$ cat src/rtl/neuron_delta_pkg.sv
// Shared definitions for the backward-pass neuron stage: mode encoding, error-lane
// width and the signed saturation limits reused by the weight-update block.
package neuron_delta_pkg;

  typedef enum logic {
    MODE_TEST  = 1'b0,
    MODE_TRAIN = 1'b1
  } mode_e;

  // Width of one back-propagated error lane: sum of NN products of WF-bit values.
  function automatic int errWidth(input int nn, input int wf);
    return $clog2(nn) + 1 + wf;
  endfunction

  function automatic int maxD(input int wf);
    return (1 << (wf - 1)) - 1;
  endfunction

  function automatic int minD(input int wf);
    return -(1 << (wf - 1));
  endfunction

endpackage

$ cat src/rtl/neuron_delta_fifo.sv
// Activation buffer: DEPTH x WIDTH synchronous FIFO with synchronous flush,
// wrap-bit pointers and an occupancy count.
module neuron_delta_fifo #(
  parameter int  WIDTH = 16,
  parameter int  DEPTH = 4,
  localparam int AW    = $clog2(DEPTH)
) (
  input  logic             iCLK,
  input  logic             iRST_N,
  input  logic             iFlush,
  input  logic             iPush,
  input  logic [WIDTH-1:0] iData,
  input  logic             iPop,
  output logic [WIDTH-1:0] oData,
  output logic             oFull,
  output logic             oEmpty,
  output logic [AW:0]      oCount
);

  logic [AW:0]      wrPtr;
  logic [AW:0]      rdPtr;
  logic [WIDTH-1:0] mem [DEPTH];
  logic             doPush;
  logic             doPop;

  assign oFull  = (wrPtr[AW] != rdPtr[AW]) && (wrPtr[AW-1:0] == rdPtr[AW-1:0]);
  assign oEmpty = (wrPtr == rdPtr);
  assign oCount = wrPtr - rdPtr;
  assign oData  = mem[rdPtr[AW-1:0]];
  assign doPush = iPush && !oFull && !iFlush;
  assign doPop  = iPop && !oEmpty;

  // NOTE: sequential state uses non-blocking assignments so every register samples
  // pre-edge values regardless of block ordering.
  always_ff @(posedge iCLK or negedge iRST_N) begin
    if (!iRST_N) begin
      wrPtr <= '0;
      rdPtr <= '0;
    end else if (iFlush) begin
      wrPtr <= '0;
      rdPtr <= '0;
    end else begin
      if (doPush) wrPtr <= wrPtr + (AW + 1)'(1);
      if (doPop)  rdPtr <= rdPtr + (AW + 1)'(1);
    end
  end

  // NOTE: storage has no reset; the pointers alone define which entries are valid,
  // and leaving the array unreset lets it map onto plain RAM.
  always_ff @(posedge iCLK) begin
    if (doPush) mem[wrPtr[AW-1:0]] <= iData;
  end

endmodule

$ cat src/rtl/neuron_delta.sv
// Backward-pass neuron stage: buffers TRAIN-mode activations, joins each with its
// error sum in order, and registers the ReLU/clip-gated, saturated delta.
module neuron_delta
  import neuron_delta_pkg::*;
#(
  parameter int  NC        = 4,
  parameter int  WF        = 4,
  parameter int  NN        = 4,
  parameter int  DEPTH     = 4,
  parameter      CLIP_GRAD = "yes",
  localparam int WE        = errWidth(NN, WF),
  localparam int CW        = $clog2(DEPTH) + 1
) (
  input  logic             iCLK,
  input  logic             iRST_N,
  input  logic             iMode,
  input  logic             iValid_AM_State0,
  output logic             oReady_AM_State0,
  input  logic [NC*WF-1:0] iData_AM_State0,
  input  logic             iValid_AM_Error0,
  output logic             oReady_AM_Error0,
  input  logic [NC*WE-1:0] iData_AM_Error0,
  output logic             oValid_BM_Delta0,
  input  logic             iReady_BM_Delta0,
  output logic [NC*WF-1:0] oData_BM_Delta0,
  output logic [CW-1:0]    oCount
);

  localparam bit                     CLIP    = (CLIP_GRAD == "yes");
  localparam logic signed [WE-1:0]   ERR_MAX = WE'(maxD(WF));
  localparam logic signed [WE-1:0]   ERR_MIN = WE'(minD(WF));
  localparam logic        [WF-1:0]   MAX_D   = WF'(maxD(WF));
  localparam logic        [WF-1:0]   MIN_D   = WF'(minD(WF));

  mode_e            modeReg;
  logic             isTrain;
  logic             modeFlush;
  logic             fifoFull;
  logic             fifoEmpty;
  logic [NC*WF-1:0] fifoHead;
  logic             pushEn;
  logic             joinFire;
  logic [NC*WF-1:0] deltaNext;

  always_ff @(posedge iCLK or negedge iRST_N) begin
    if (!iRST_N) modeReg <= MODE_TEST;
    else         modeReg <= mode_e'(iMode);
  end

  // A mode change empties the buffer on the very edge that updates modeReg.
  assign isTrain   = (modeReg == MODE_TRAIN);
  assign modeFlush = (mode_e'(iMode) != modeReg);

  assign oReady_AM_State0 = isTrain ? !fifoFull : 1'b1;
  assign pushEn           = iValid_AM_State0 && isTrain && !fifoFull && !modeFlush;
  assign oReady_AM_Error0 = isTrain && !fifoEmpty && (!oValid_BM_Delta0 || iReady_BM_Delta0);
  assign joinFire         = iValid_AM_Error0 && oReady_AM_Error0;

  neuron_delta_fifo #(
    .WIDTH (NC * WF),
    .DEPTH (DEPTH)
  ) u_fifo (
    .iCLK   (iCLK),
    .iRST_N (iRST_N),
    .iFlush (modeFlush),
    .iPush  (pushEn),
    .iData  (iData_AM_State0),
    .iPop   (joinFire),
    .oData  (fifoHead),
    .oFull  (fifoFull),
    .oEmpty (fifoEmpty),
    .oCount (oCount)
  );

  for (genvar i = 0; i < NC; i++) begin : g_lane
    logic signed [WE-1:0] err;
    logic        [WF-1:0] act;
    logic        [WF-1:0] eSat;
    logic                 gate;

    assign err  = iData_AM_Error0[i*WE +: WE];
    assign act  = fifoHead[i*WF +: WF];
    assign eSat = (err > ERR_MAX) ? MAX_D :
                  (err < ERR_MIN) ? MIN_D : err[WF-1:0];
    // Activation MSB set is read as non-positive; a pinned-at-max activation is flat.
    assign gate = !act[WF-1] && (act != '0) && !(CLIP && (act == MAX_D));
    assign deltaNext[i*WF +: WF] = gate ? eSat : '0;
  end

  always_ff @(posedge iCLK or negedge iRST_N) begin
    if (!iRST_N) begin
      oValid_BM_Delta0 <= 1'b0;
      oData_BM_Delta0  <= '0;
    end else if (joinFire) begin
      oValid_BM_Delta0 <= 1'b1;
      oData_BM_Delta0  <= deltaNext;
    end else if (iReady_BM_Delta0) begin
      oValid_BM_Delta0 <= 1'b0;
    end
  end

endmodule

$ cat config.mk
export PLATFORM = sky130hd
export DESIGN_NAME = neuron_delta
export DESIGN_NICKNAME = d
export VERILOG_FILES = /design/src/rtl/neuron_delta_pkg.sv /design/src/rtl/neuron_delta_fifo.sv /design/src/rtl/neuron_delta.sv
export SDC_FILE = /design/constraint.sdc
export NUM_CORES = 1
export LEC_CHECK = 0
export BUFFER_PORTS_ARGS = -buffer_cell sky130_fd_sc_hd__buf_2
export CAP_MARGIN = 20
export CORE_UTILIZATION = 57
export CTS_BUF_LIST = sky130_fd_sc_hd__clkbuf_8
export DETAILED_ROUTE_END_ITERATION = 12
export GPL_TIMING_DRIVEN = 0
export PLACE_DENSITY = 0.82
export SETUP_SLACK_MARGIN = 0.15
export SLEW_MARGIN = 20
export SYNTH_ARGS = -nofsm -noshare
export SYNTH_HDL_FRONTEND = slang
export SYNTH_SLANG_ARGS = --single-unit
$ cat constraint.sdc
create_clock -name iCLK -period 2.75 [get_ports iCLK]
set_input_delay 0.275 -clock iCLK [delete_from_list [all_inputs] [get_ports iCLK]]
set_output_delay 0.275 -clock iCLK [all_outputs]
set_load 0.03 [all_outputs]
==> flow_metrics.py <==
metrics = {
    "status": {
        "run_status": "complete, no violations",
    },
    "floorplan": {
        "die_w_um": 81.5,
        "core_um2": 6030,
        "fp.dieH_um": 81.5,
        "rows": 28,
        "floorplan.io_pins": 72,
        "dieArea_um2": 6640,
        "initial_core_util_pct": 59.8,
    },
    "global_routing": {
        "grt_usage_pct": 23.5,
        "grt_pass1_vias": 2275,
        "gr-total-overflow": 0,
        "grt_start_max_net_pins": 25,
        "grt_pass1_wl_um": 10700,
        "antenna_found_initial": 0,
    },
    "finish": {
        "num-nets-final": 391,
        "antenna_cells": 0,
        "final-instance-count-excl-fill": 413,
        "syn_to_final_growth_pct": 19.0,
        "stdcell_area_um2": 4290,
        "layout-drive-gt1-share_pct": 30.5,
    },
    "synthesis": {
        "synthTopCellsByCount": "edfxtp_1 (64), nor2_1 (33), dfrtp_1 (24), nor3_1 (20), and3_1 (16)",
        "synth.top_cells.by_area": "edfxtp_1 (53%), dfrtp_1 (17%), nor2_1 (3.4%)",
        "ys_seq_area_share_pct": 70.0,
        "synthesis.area_um2": 3600,
        "syn_nets": 308,
        "ys_async_sr_fraction_pct": 27.3,
        "yosys_warnings": 0,
        "synth_flop_cell": "edfxtp_1",
        "synth.most_common_cell": "edfxtp_1",
        "ys_ff_latch": 88,
        "synth_top_area_share_pct": 53.3,
        "synth_top_area_cell": "edfxtp_1",
        "yosysUniqueCellTypes": 34,
        "synthCells": 250,
        "synth_edf_count": 64,
        "syn_avg_cell_area_um2": 14.4,
    },
    "critical_path": {
        "cp.depth": 5,
        "worstSetupEndpoint": "u_fifo.mem[0][11]",
        "cp_top_family": "simple AND/OR/NAND/NOR gates",
        "crit_chain": "clkbuf_2 -> inv_1 -> ha_1 -> a31oi_1 -> and2_2",
        "critPathMaxStageDelay_ns": 0.52,
        "critPathRequiredTime_ns": 2.75,
        "crit_path_end_kind": "flop",
        "slowest_stage": "and2_2",
        "crit_type": "reg2reg",
        "r2r_start": "u_fifo.rdPtr[1]",
        "rr_worst_depth": 5,
        "crit_start": "u_fifo.rdPtr[1]",
        "arrival_ns": 2.48,
        "critPathBufInv": 2,
        "worstPathMaxFanout": 16,
        "r2r_slack_ns": 0.27,
        "reg2reg_to": "u_fifo.mem[0][11]",
        "start_kind": "flop",
    },
    "routing": {
        "via_per_inst": 5.78,
        "vias": 2386,
        "routed_wirelength_um": 7130,
        "first_pass_iters": 4,
        "postRouteAntennaNets": 0,
        "drtIter0Drc": 131,
        "wl_per_cell_um": 17.3,
        "route.detailed.drc": 0,
    },
    "cts": {
        "clkTransAtPathRegs_ns": 0.09,
        "htree_levels": 3,
        "root_buffer": "clkbuf_8",
        "clk_latency_ns": 0.35,
        "cts_tree": "built",
        "clk_path_buf_depth": 2,
        "numCtsBuffers": 9,
        "clock_sinks": 88,
    },
    "timing": {
        "tightestPinTransition_ns": 0.557,
        "fmax_mhz": 404,
        "fin_crit_sh_pct": 90.0,
        "fin_crit_ns": 2.48,
        "slew_headroom_pct": 62.7,
        "maxSlewViolCount": 0,
        "rsz0062_at_grt": "true",
        "totalNegativeSetupSlack_ns": 0,
        "finalClockSkew_ns": 0.00854,
        "hold_viol_final": 0,
        "finalSetupViolations": 0,
    },
    "flow_run": {
        "cap_viol_max_count": 0,
    },
    "placement": {
        "hpwl_um": 4890,
        "port_buffers": 71,
        "place_congestion": 0.745,
        "post-place-cells": 396,
        "placed_area_um2": 4050,
    },
    "worst_hold_path": {
        "min_from": "iMode",
        "hp-class": "in2reg",
    },
    "pwr": {
        "total_power_mw": 3.07,
        "power_density_nw_per_um2": 717,
        "max-vdd-ir-drop_uv": 504,
        "p_leak_nw": 1.80,
    },
}
worst min path at each step:
| stage | cells past startpoint | slack (ns) | to |
|---|---|---|---|
| final | 1 | 0.06 | isTrain |
| after global routing | 1 | 0.05 | isTrain |
| after CTS | 1 | 0.05 | isTrain |
| after detailed placement | 1 | 0.29 | oValid_BM_Delta0 |
| after global placement | 1 | 0.28 | oValid_BM_Delta0 |
| after floorplan | 0 | -0.02 | isTrain |
what timing repair did:
item / CTS / global route
setup buffers: 0 / 0
resized for setup: 4 / 0
hold endpoints to repair: 24 / 0
cloned: 0 / 0
hold buffers: 1 / 0
endpoints found under the setup margin: 65 / 65
area by class of cell:
class | count | area [um^2]
sequential | 88 | 2520
fill | 408 | 1740
multi-input combinational | 152 | 1030
timing repair buffer | 72 | 365
clock buffer | 9 | 124
clock inverter | 7 | 95.1
tap | 75 | 93.8
buffer | 5 | 37.5
inverter | 5 | 18.8
where the power goes:
part | total (mW) | switching, mW | internal, mW
Sequential | 1.58 | 0.0590 | 1.52
Clock | 0.959 | 0.446 | 0.513
Combinational | 0.537 | 0.347 | 0.190
kinds of logic (layout without fill, tap and decap cells):
family                     after synthesis  after routing  synth area share (%)
DFF                                     88             88                  70.0
adders and majority gates                8              8                  2.99
xor gates and xnor gates                 6              6                  1.67
and+or+nand+nor                        113            113                  16.7
AOI/OAI and AO/OA                       23             23                  6.56
buffers and inverters                   10             98                  1.53
muxes                                    2              2                 0.590
metal layers:
layer	up-vias	global-route usage, %	share of wire [%]
li1	1129	-	-
met5	-	0	0
met4	0	10.2	2.4
met1	1152	28.7	43
met3	16	5.89	5.7
met2	89	39.5	49
sequential cells by signal (all words and copies together) (netlist names):
signal            count
oData_BM_Delta0      16
u_fifo.rdPtr          3
isTrain               1
u_fifo.mem           64
oValid_BM_Delta0      1
u_fifo.wrPtr          3
layout by cell type, fill, tap and decap left out, types with 5 or more instances in the layout:
| cell type | n |
|---|---|
| a32o_1 | 12 |
| and3_1 | 16 |
| buf_2 | 73 |
| clkbuf_8 | 9 |
| dfrtp_1 | 24 |
| edfxtp_1 | 64 |
| ha_1 | 7 |
| inv_1 | 5 |
| nand2_1 | 7 |
| nand3_1 | 10 |
| nor2_1 | 33 |
| nor3_1 | 20 |
stage by stage:
step	utilization, %	hold slack [ns]	setup slack, ns
2_1_floorplan	-	-0.0206	0.393
3_3_place_gp	67.3	0.284	-0.143
3_5_place_dp	67.3	0.290	-0.186
4_1_cts	71.1	0.0510	0.268
5_1_grt	71.1	0.0497	0.112
6_report	71.1	0.0624	0.274
No activity file was read; power rests on OpenSTA's default activity.
